==> config.mk <==
export PLATFORM = sky130hd
export DESIGN_NAME = dma_peri_mc
export DESIGN_NICKNAME = d
export VERILOG_FILES = /design/src/rtl/dma_peri_mc.sv
export SDC_FILE = /design/constraint.sdc
export NUM_CORES = 2
export LEC_CHECK = 0
export CAP_MARGIN = 20
export CORE_UTILIZATION = 45
export DETAILED_ROUTE_END_ITERATION = 8
export PLACE_DENSITY = 0.68
export SYNTH_ARGS = -nofsm -noshare
export SYNTH_HDL_FRONTEND = slang
export SYNTH_SLANG_ARGS = --single-unit
==> constraint.sdc <==
create_clock -name i_clk -period 14.73 [get_ports i_clk]
set_input_delay 2.2095 -clock i_clk [delete_from_list [all_inputs] [get_ports i_clk]]
set_output_delay 2.2095 -clock i_clk [all_outputs]
set_load 0.005 [all_outputs]
==> src/rtl/dma_peri_mc.sv <==
// dma_peri_mc: CPU-facing register block for a multi-channel packet DMA.
// Each channel owns a pBufWR and a pBufRD descriptor FIFO, a completion
// pop port, an interrupt enable, a completion counter and a start enable.
// The START arming guard is shared by all channels.
module dma_peri_mc #(
  parameter int CH_NUM     = 2,
  parameter int DESC_DEPTH = 8
) (
  input  logic                   i_clk,
  input  logic                   i_rst,
  input  logic                   i_peri_rden,
  input  logic                   i_peri_wren,
  input  logic [31:0]            i_peri_addr,
  input  logic [31:0]            i_peri_wdata,
  input  logic [3:0]             i_peri_wstrb,
  output logic [31:0]            o_peri_rdata,
  output logic                   o_peri_ready,
  output logic                   o_peri_int,
  output logic [CH_NUM-1:0]      o_int_ch,
  output logic [CH_NUM-1:0]      o_rden_int,
  input  logic [32*CH_NUM-1:0]   i_dout_int,
  input  logic [CH_NUM-1:0]      i_empty_int,
  output logic [CH_NUM-1:0]      o_desc_wr_valid,
  output logic [48*CH_NUM-1:0]   o_desc_wr_data,
  input  logic [CH_NUM-1:0]      i_desc_wr_ready,
  output logic [CH_NUM-1:0]      o_desc_rd_valid,
  output logic [64*CH_NUM-1:0]   o_desc_rd_data,
  input  logic [CH_NUM-1:0]      i_desc_rd_ready,
  output logic [CH_NUM-1:0]      o_start_en
);
  localparam int AW = $clog2(DESC_DEPTH);
  localparam int CW = AW + 1;
  localparam logic [31:0] RD_INVALID = 32'h8000_0000;

  logic [1:0]            ch_sel;
  logic [3:0]            reg_sel;
  logic                  ch_ok;
  logic                  wr_ok;
  logic                  unused_addr;
  logic [31:0]           rd_val;
  logic [CH_NUM-1:0]     pop_req;
  logic [32*CH_NUM-1:0]  wr_addr_v;
  logic [32*CH_NUM-1:0]  rd_addr_v;
  logic [8*CH_NUM-1:0]   cnt_v;
  logic [8*CH_NUM-1:0]   wr_free_v;
  logic [8*CH_NUM-1:0]   rd_free_v;
  logic [CH_NUM-1:0]     wr_ovf_v;
  logic [CH_NUM-1:0]     rd_ovf_v;
  logic [CH_NUM-1:0]     int_en;
  logic                  guard;

  assign ch_sel      = i_peri_addr[7:6];
  assign reg_sel     = i_peri_addr[5:2];
  assign ch_ok       = int'(ch_sel) < CH_NUM;
  assign wr_ok       = i_peri_wren && (i_peri_wstrb == 4'hF) && ch_ok;
  assign unused_addr = ^{i_peri_addr[31:8], i_peri_addr[1:0]};

  assign o_int_ch   = ~i_empty_int & int_en;
  assign o_peri_int = |o_int_ch;

  // Read data mux for the addressed channel; also flags a completion pop.
  always_comb begin
    rd_val  = RD_INVALID;
    pop_req = '0;
    for (int c = 0; c < CH_NUM; c++) begin
      if (ch_sel == 2'(c)) begin
        case (reg_sel)
          4'd0: if (!i_empty_int[c]) begin
                  rd_val     = i_dout_int[32*c +: 32];
                  pop_req[c] = 1'b1;
                end
          4'd1: rd_val = wr_addr_v[32*c +: 32];
          4'd2: rd_val = '0;
          4'd3: rd_val = rd_addr_v[32*c +: 32];
          4'd4: rd_val = '0;
          4'd5: rd_val = {wr_free_v[8*c +: 8], rd_free_v[8*c +: 8], 14'd0,
                          rd_ovf_v[c], wr_ovf_v[c]};
          4'd6: rd_val = {31'd0, int_en[c]};
          4'd7: rd_val = {31'd0, o_start_en[c]};
          4'd8: rd_val = {24'd0, cnt_v[8*c +: 8]};
          default: rd_val = RD_INVALID;
        endcase
      end
    end
  end

  // Bus acknowledge, read capture, and the shared per-channel registers.
  always_ff @(posedge i_clk or posedge i_rst) begin
    if (i_rst) begin
      o_peri_rdata <= '0;
      o_peri_ready <= 1'b0;
      o_rden_int   <= '0;
      o_start_en   <= '0;
      int_en       <= '0;
      guard        <= 1'b0;
      cnt_v        <= '0;
      wr_addr_v    <= '0;
      rd_addr_v    <= '0;
    end else begin
      o_peri_ready <= i_peri_rden | i_peri_wren;
      o_rden_int   <= i_peri_rden ? pop_req : '0;
      if (i_peri_rden) o_peri_rdata <= rd_val;
      // Any effective write other than an arming START write drops the guard.
      if (wr_ok) begin
        if (reg_sel == 4'd7) guard <= guard ? 1'b0 : (i_peri_wdata == 32'h0000_1234);
        else                 guard <= 1'b0;
      end
      for (int c = 0; c < CH_NUM; c++) begin
        if (i_peri_rden && pop_req[c]) begin
          cnt_v[8*c +: 8] <= cnt_v[8*c +: 8] + 8'd1;
        end
        if (wr_ok && ch_sel == 2'(c)) begin
          case (reg_sel)
            4'd1: wr_addr_v[32*c +: 32] <= i_peri_wdata;
            4'd3: rd_addr_v[32*c +: 32] <= i_peri_wdata;
            4'd6: int_en[c] <= i_peri_wdata[0];
            4'd7: if (guard) o_start_en[c] <= i_peri_wdata[0];
            4'd8: cnt_v[8*c +: 8] <= i_peri_wdata[7:0];
            default: ;
          endcase
        end
      end
    end
  end

  for (genvar c = 0; c < CH_NUM; c++) begin : g_ch
    logic          hit;
    logic          wr_push, wr_pop, wr_full, wr_push_ok;
    logic          rd_push, rd_pop, rd_full, rd_push_ok;
    logic [AW-1:0] wr_wp, wr_rp, rd_wp, rd_rp;
    logic [CW-1:0] wr_cnt, rd_cnt;
    logic [47:0]   wr_mem [DESC_DEPTH];
    logic [63:0]   rd_mem [DESC_DEPTH];

    assign hit     = (ch_sel == 2'(c));
    assign wr_push = wr_ok && hit && (reg_sel == 4'd2);
    assign rd_push = wr_ok && hit && (reg_sel == 4'd4);
    assign wr_pop  = o_desc_wr_valid[c] && i_desc_wr_ready[c];
    assign rd_pop  = o_desc_rd_valid[c] && i_desc_rd_ready[c];
    assign wr_full = (wr_cnt == CW'(DESC_DEPTH));
    assign rd_full = (rd_cnt == CW'(DESC_DEPTH));
    // A pop in the same cycle frees the slot the full-FIFO push lands in.
    assign wr_push_ok = wr_push && (!wr_full || wr_pop);
    assign rd_push_ok = rd_push && (!rd_full || rd_pop);

    assign o_desc_wr_valid[c]          = (wr_cnt != '0);
    assign o_desc_rd_valid[c]          = (rd_cnt != '0);
    assign o_desc_wr_data[48*c +: 48]  = wr_mem[wr_rp];
    assign o_desc_rd_data[64*c +: 64]  = rd_mem[rd_rp];
    assign wr_free_v[8*c +: 8]         = 8'(DESC_DEPTH) - 8'(wr_cnt);
    assign rd_free_v[8*c +: 8]         = 8'(DESC_DEPTH) - 8'(rd_cnt);

    // Descriptor storage; contents are don't-care until pointed at.
    always_ff @(posedge i_clk) begin
      if (wr_push_ok) wr_mem[wr_wp] <= {i_peri_wdata[15:0], wr_addr_v[32*c +: 32]};
      if (rd_push_ok) rd_mem[rd_wp] <= {rd_addr_v[32*c +: 32], i_peri_wdata};
    end

    // FIFO pointers, occupancy and sticky overflow flags.
    always_ff @(posedge i_clk or posedge i_rst) begin
      if (i_rst) begin
        wr_wp <= '0; wr_rp <= '0; wr_cnt <= '0; wr_ovf_v[c] <= 1'b0;
        rd_wp <= '0; rd_rp <= '0; rd_cnt <= '0; rd_ovf_v[c] <= 1'b0;
      end else begin
        if (wr_push_ok) wr_wp <= AW'(wr_wp + 1);
        if (wr_pop)     wr_rp <= AW'(wr_rp + 1);
        if (wr_push_ok && !wr_pop)      wr_cnt <= CW'(wr_cnt + 1);
        else if (!wr_push_ok && wr_pop) wr_cnt <= CW'(wr_cnt - 1);
        if (rd_push_ok) rd_wp <= AW'(rd_wp + 1);
        if (rd_pop)     rd_rp <= AW'(rd_rp + 1);
        if (rd_push_ok && !rd_pop)      rd_cnt <= CW'(rd_cnt + 1);
        else if (!rd_push_ok && rd_pop) rd_cnt <= CW'(rd_cnt - 1);
        if (wr_push && !wr_push_ok) wr_ovf_v[c] <= 1'b1;
        else if (wr_ok && hit && reg_sel == 4'd5 && i_peri_wdata[0]) wr_ovf_v[c] <= 1'b0;
        if (rd_push && !rd_push_ok) rd_ovf_v[c] <= 1'b1;
        else if (wr_ok && hit && reg_sel == 4'd5 && i_peri_wdata[1]) rd_ovf_v[c] <= 1'b0;
      end
    end
  end

endmodule

======== Yosys cells after proc, flatten, opt, wreduce, memory -nomap -nowiden ========
Memory sizes are Yosys's and may differ from the RTL's.
Index checks and enable logic that the tools add are counted.
storage, ports and cells
  bits in registers ....................... 228
  bits in writable memories ............... 1792
  output and inout bits ................... 268
  logic and storage cells ................. 195
  memories ................................ 4
memory list
  memory          depth  width  read ports  clocked after Yosys merged registers in  wr ports  line  text
  g_ch[0].rd_mem  8      64     1           0                                        1         133   logic [63:0] rd_mem [DESC_DEPTH];
  g_ch[1].rd_mem  8      64     1           0                                        1         133
  g_ch[0].wr_mem  8      48     1           0                                        1         132   logic [47:0] wr_mem [DESC_DEPTH];
  g_ch[1].wr_mem  8      48     1           0                                        1         132
operators by class
  add/subtract/negate cells ............... 22
  order comparisons ....................... 1
  equality and inequality tests ........... 15
  mux-type cells .......................... 45
  bitwise operators ....................... 3
  reduce and logical (&&, ||, !) cells .... 76
operators by type and width
  cell                                                                     number
  32-bit one-hot mux with 8 select lines                                   2
  32-bit 2-to-1 mux                                                        4
  8-bit 2-to-1 mux                                                         6
  1-bit logical AND                                                        36
  32-bit by 13-bit equality test with 1-bit output, second input constant  1
  4-bit 2-to-1 mux                                                         8
  3-bit by 1-bit adder with 3-bit output, second input constant            8
  4-bit equality test, second input constant                               6
  1-bit 2-to-1 mux                                                         24
  4-bit by 4-bit subtractor with 5-bit output, first input constant        4
  4-bit by 1-bit adder with 4-bit output, second input constant            4
  8-bit by 1-bit adder with 8-bit output, second input constant            2
  4-bit by 3-bit equality test with 1-bit output, second input constant    4
  2-bit nonzero test                                                       8
  4-bit nonzero test                                                       4
  4-bit by 1-bit subtractor with 4-bit output, second input constant       4
  1-bit zero test                                                          12
  2-bit AND reduction                                                      6
  4-bit by 2-bit equality test with 1-bit output, second input constant    2
  3-bit AND reduction                                                      2
  4-bit by 1-bit equality test with 1-bit output, second input constant    1
  4-bit zero test                                                          1
  1-bit logical OR                                                         4
  2-bit OR reduction                                                       2
  7 further kinds                                                          7

======== Logic depth before layout (Yosys ltp) ========
  depth in word-level cells ............... 10
  mapped depth ............................ 13
  mapped depth without buffers ............ 13

======== Least setup slack after synthesis ========
No wires, ideal clock.
  kind .................................... in2reg
  from .................................... in i_peri_addr[4]
  to ...................................... mem g_ch[1].rd_mem[0][0] (enable)
  library setup time ...................... 645 ps
  arrival ................................. 9584 ps
  required time ........................... 14085 ps
  path slack .............................. 4502 ps
  cell stages on the path ................. 5
  buffers on the path ..................... 1
  cells stage by stage .................... clkbuf_1 -> or4b_2 -> nor2_1 -> nand2_1 -> nor4_1
between the ends
  word-level cells in the longest chain between the ends .. 5
ends and longest elaborated chain
  item                                            line  text
  from (decl)                                     13    input logic [31:0] i_peri_addr,
  4-bit by 3-bit equality test with 1-bit output  137   assign rd_push = wr_ok && hit && (reg_sel == 4'd4);
  1-bit logical AND                               137
  1-bit logical AND                               144   assign rd_push_ok = rd_push && (!rd_full || rd_pop);
  1-bit 2-to-1 mux                                156   if (rd_push_ok) rd_mem[rd_wp] <= {rd_addr_v[32*c +: 32], i_peri_wdata};
  1-bit 2-to-1 mux (not written as such)          156
  to (decl)                                       133
Every way passes these cells.

======== Final worst setup path ========
  from .................................... reg g_ch[0].rd_rp[0]
  to ...................................... out o_desc_rd_data[62]
between the ends
  word-level cells in the longest chain between the ends .. 1
ends and longest elaborated chain
  item                    line  text
  from (decl)             130   logic [AW-1:0] wr_wp, wr_rp, rd_wp, rd_rp;
  from (signal assigned)  170   if (rd_pop) rd_rp <= AW'(rd_rp + 1);
  memory 8 x 64 bit       n/a
  to (decl)               27    output logic [64*CH_NUM-1:0] o_desc_rd_data,
Every way passes these cells.

==> results by group <==
Synth
  • Synth Area per Inst: 21.7 sq um
  • Top FF cell, synth: edfxtp_1
  • Multiplexer share of the synthesized area: a little under a fifth
  • Post-Synth Adder-Cell Area: less than 1%
  • EDFF count, synth: approximately 1800
  • Synth warn: 0
  • Mapped Area: between 70000 and 80000 sq um
  • Share of the synthesized area in the top cell type: just under 70%
  • Syn_nets: roughly 3800
  • Sequential fraction of the synthesis area: 75.5%
  • Synth Area in Simple Gates: 2.13%
  • Compound-Gate Fraction of Synth Area: 1.60%
  • Top post-synthesis cells by area: edfxtp_1 68%, mux4_2 13%, dfrtp_1 7.2%
  • Xor-xnor portion of the synthesized cell area: less than 1%
  • Post-synth ARST share: between 10% and 20%
  • Cells after Synth: approximately 3600
  • Synthesized flop and latch total: between 2000 and 2500
  • Largest family of logic cells by synthesized area: multiplexers
  • Synth top cells by count: 1792 x edfxtp_1, 448 x mux4_2, 389 x mux2_2, 228 x dfrtp_1, 111 x clkbuf_1
  • Synth area leader: edfxtp_1
  • Most frequent cell after synthesis: edfxtp_1
  • Netlist cell types: 60

Drt
  • Post-Route WL: ~210000 um
  • Pre-antenna DRT Iters: 8
  • DRC: 0
  • First DRT Iteration DRCs: around 4400
  • WL/cell: approximately 31 um
  • Antenna viol nets, final: 0
  • Vias post-DR: slightly below 40000
  • Vias per cell: 5.90

Floorplan
  • Die X: 420 um
  • Die area: about 180000 sq um
  • Boundary pin count: 410
  • Starting Density: ~45%
  • Vert. Die Dim: between 400 and 500 um
  • Core Footprint: 174000 sq um
  • # rows: approximately 150

Power and ir drop
  • Overall Power: 15.5 mW
  • Leak pwr: around 32 nW
  • Pwr dens: 167 nW/um^2
  • Peak ir drop on the vdd network: between 0.1 and 0.15 mV

Timing
  • Final Critical Period: 7290 ps
  • Final Setup Violations: 0
  • Count of final hold-check violations: 0
  • Relative slew slack: 3.71%
  • Skew final: roughly 38 ps
  • Fmax: between 100 and 150 MHz
  • Setup TNS: 0 ps
  • RSZ-0062 raised after global routing: false
  • Period utilisation layout: 49.5%
  • Actual slew at the worst max-slew pin: about 1400 ps
  • Final Max Tran Viols: 0

Run
  • MaxCap Viol Count: 0

Critical path
  • WS Path Type: reg2out
  • Critical R2R Capture: g_ch[0].rd_mem[0][46]$_DFFE_PP_
  • WP data required: 12520 ps
  • Critical Path Sink Type: primary output
  • R2R setup slack: 10900 ps
  • Crit Reg-Reg Startpoint: g_ch[0].rd_cnt[0]$_DFFE_PP0P_
  • Worst setup SP type: flop
  • Critical Path AT: around 5100 ps
  • CP Max Fanout: 49
  • Worst reg2reg path depth: 7

Cells and area
  • Finished Cell Area: roughly 93000 sq um
  • Layout area overhead: 17.7%
  • NumNets Final: 4332
  • Final cell count without fillers: approximately 6700
  • Fraction of layout cells with a size suffix above 1: 31.0%
  • Post-Route Utilization: between 50% and 60%

Global routing
  • First-pass GRT wire length: ~290000 um
  • Initial antenna violation count: 15
  • Largest net degree at the start of global routing: 105
  • Grt ovf: 0
  • Vias in the first global route: just under 40000
  • Gr usage total: 23.7%

Place
  • Dpl hpwl: 125000 um
  • Port buffer count: between 300 and 400
  • Post-DP Area: between 80000 and 90000 sq um
  • Routability cong.: slightly below 1
  • Dpl cells: 6276

Run status
  • Run status: finished, final reports clean

Clock network
  • # hold bufs at CTS: 0
  • Deepest clock path buffer count: 3
  • Reg clk slew, reported paths: about 60 ps
  • Worst skew pair latency: ~850 ps
  • CTS Root Cell: clkbuf_16
  • # resized after CTS: 0
  • CTS Buf Count: roughly 200
  • Clk sinks: 2020
  • # H-tree levels: 4
  • Post-CTS repair timing setup buffer count: 0
  • CTS tree: built

Hold path
  • Hold crit path type: reg2reg
  • Hold_sp: rd_ovf_v[0]$_DFFE_PP0P_
  • WHS Path Cells: 1
  • Hold endpoint: rd_ovf_v[0]$_DFFE_PP0P_
==> report_power, final <==
part	leakage, nW	internal, mW	switching, mW
Clock	3.27	3.01	2.17
Sequential	20.8	6.26	0.293
Combinational	8.20	2.16	1.59
==> sequential cells by signal, indices dropped and copies added, names as in the netlist, 2 cells and up <==
signal / count
rd_ovf_v: 2
g_ch.wr_mem: 768
o_start_en: 2
g_ch.rd_mem: 1024
g_ch.wr_cnt: 8
g_ch.wr_wp: 6
g_ch.rd_rp: 6
int_en: 2
g_ch.rd_wp: 6
o_rden_int: 2
g_ch.wr_rp: 6
wr_addr_v: 64
rd_addr_v: 64
g_ch.rd_cnt: 8
cnt_v: 16
wr_ovf_v: 2
o_peri_rdata: 32
==> area by class of cell <==
type	instances	area, sq um
Fill cell	13500	81100
Timing Repair Buffer	507	4730
Multi-Input combinational cell	1397	18700
Clock buffer	267	5440
Tap cell	2325	2910
Clock inverter	109	1260
Sequential cell	2020	59600
Inverter	33	131
Antenna cell	4	10.0
==> cells by family (layout without fill, tap and decap cells) <==
group / after synthesis / after routing
XOR/XNOR: 41 / 41
adder cells (fa/ha/maj): 30 / 30
AO/OA/AOI/OAI: 163 / 163
other: 0 / 4
multiplexers: 862 / 862
flip-flops: 2020 / 2020
AND/OR/NAND/NOR: 301 / 301
buffers and inverters: 222 / 916
==> per-layer routing <==
layer / track usage [%] / share of wire [%]
met4: 14.1 / 6.7
met1: 31.1 / 39
met5: 0 / 0.013
met3: 4.18 / 7.3
met2: 37.2 / 48
==> critical path: stages, from the launching register on <==
cell             delay, ps
dfrtp_4                910
buf_4                  920
buf_4                  910
mux4_2                 610
mux2_2                 330
clkdlybuf4s50_1        480
==> worst max-delay path by stage <==
stage                                 startpoint                             end  slack [ps]  depth (start not counted)
finish              g_ch[0].rd_rp[0]$_DFFE_PP0P_              o_desc_rd_data[62]        7440                          5
global placement    g_ch[0].rd_rp[0]$_DFFE_PP0P_              o_desc_rd_data[62]        8130                          5
global route        g_ch[0].rd_rp[0]$_DFFE_PP0P_              o_desc_rd_data[62]        7020                          5
detailed placement  g_ch[0].rd_rp[0]$_DFFE_PP0P_              o_desc_rd_data[62]        8130                          5
floorplan                         i_peri_addr[4]  g_ch[1].rd_mem[0][0]$_DFFE_PP_        4500                          5
CTS                 g_ch[0].rd_rp[0]$_DFFE_PP0P_              o_desc_rd_data[62]        7210                          5
==> layout by cell type (no fill, tap or decap), drive strengths merged, types with 26 or more instances in the layout <==
cell and instances:
edfxtp 1792, mux4 448, mux2 393, clkdlybuf4s50 365, clkbuf 269, dfrtp 228
buf 140, clkinv 75, nand2 57, nor2 51, inv 39, xnor2 37
nand3 35, nand3b 26, o221ai 26, ha 26
==> metrics by stage <==
step	setup WS, ps	hold slack [ps]
after detailed placement	8130	494
after CTS	7210	508
after floorplan	4500	460
final	7440	507
after global routing	7020	523
after global placement	8130	481
(Power assumes the default switching activity.)
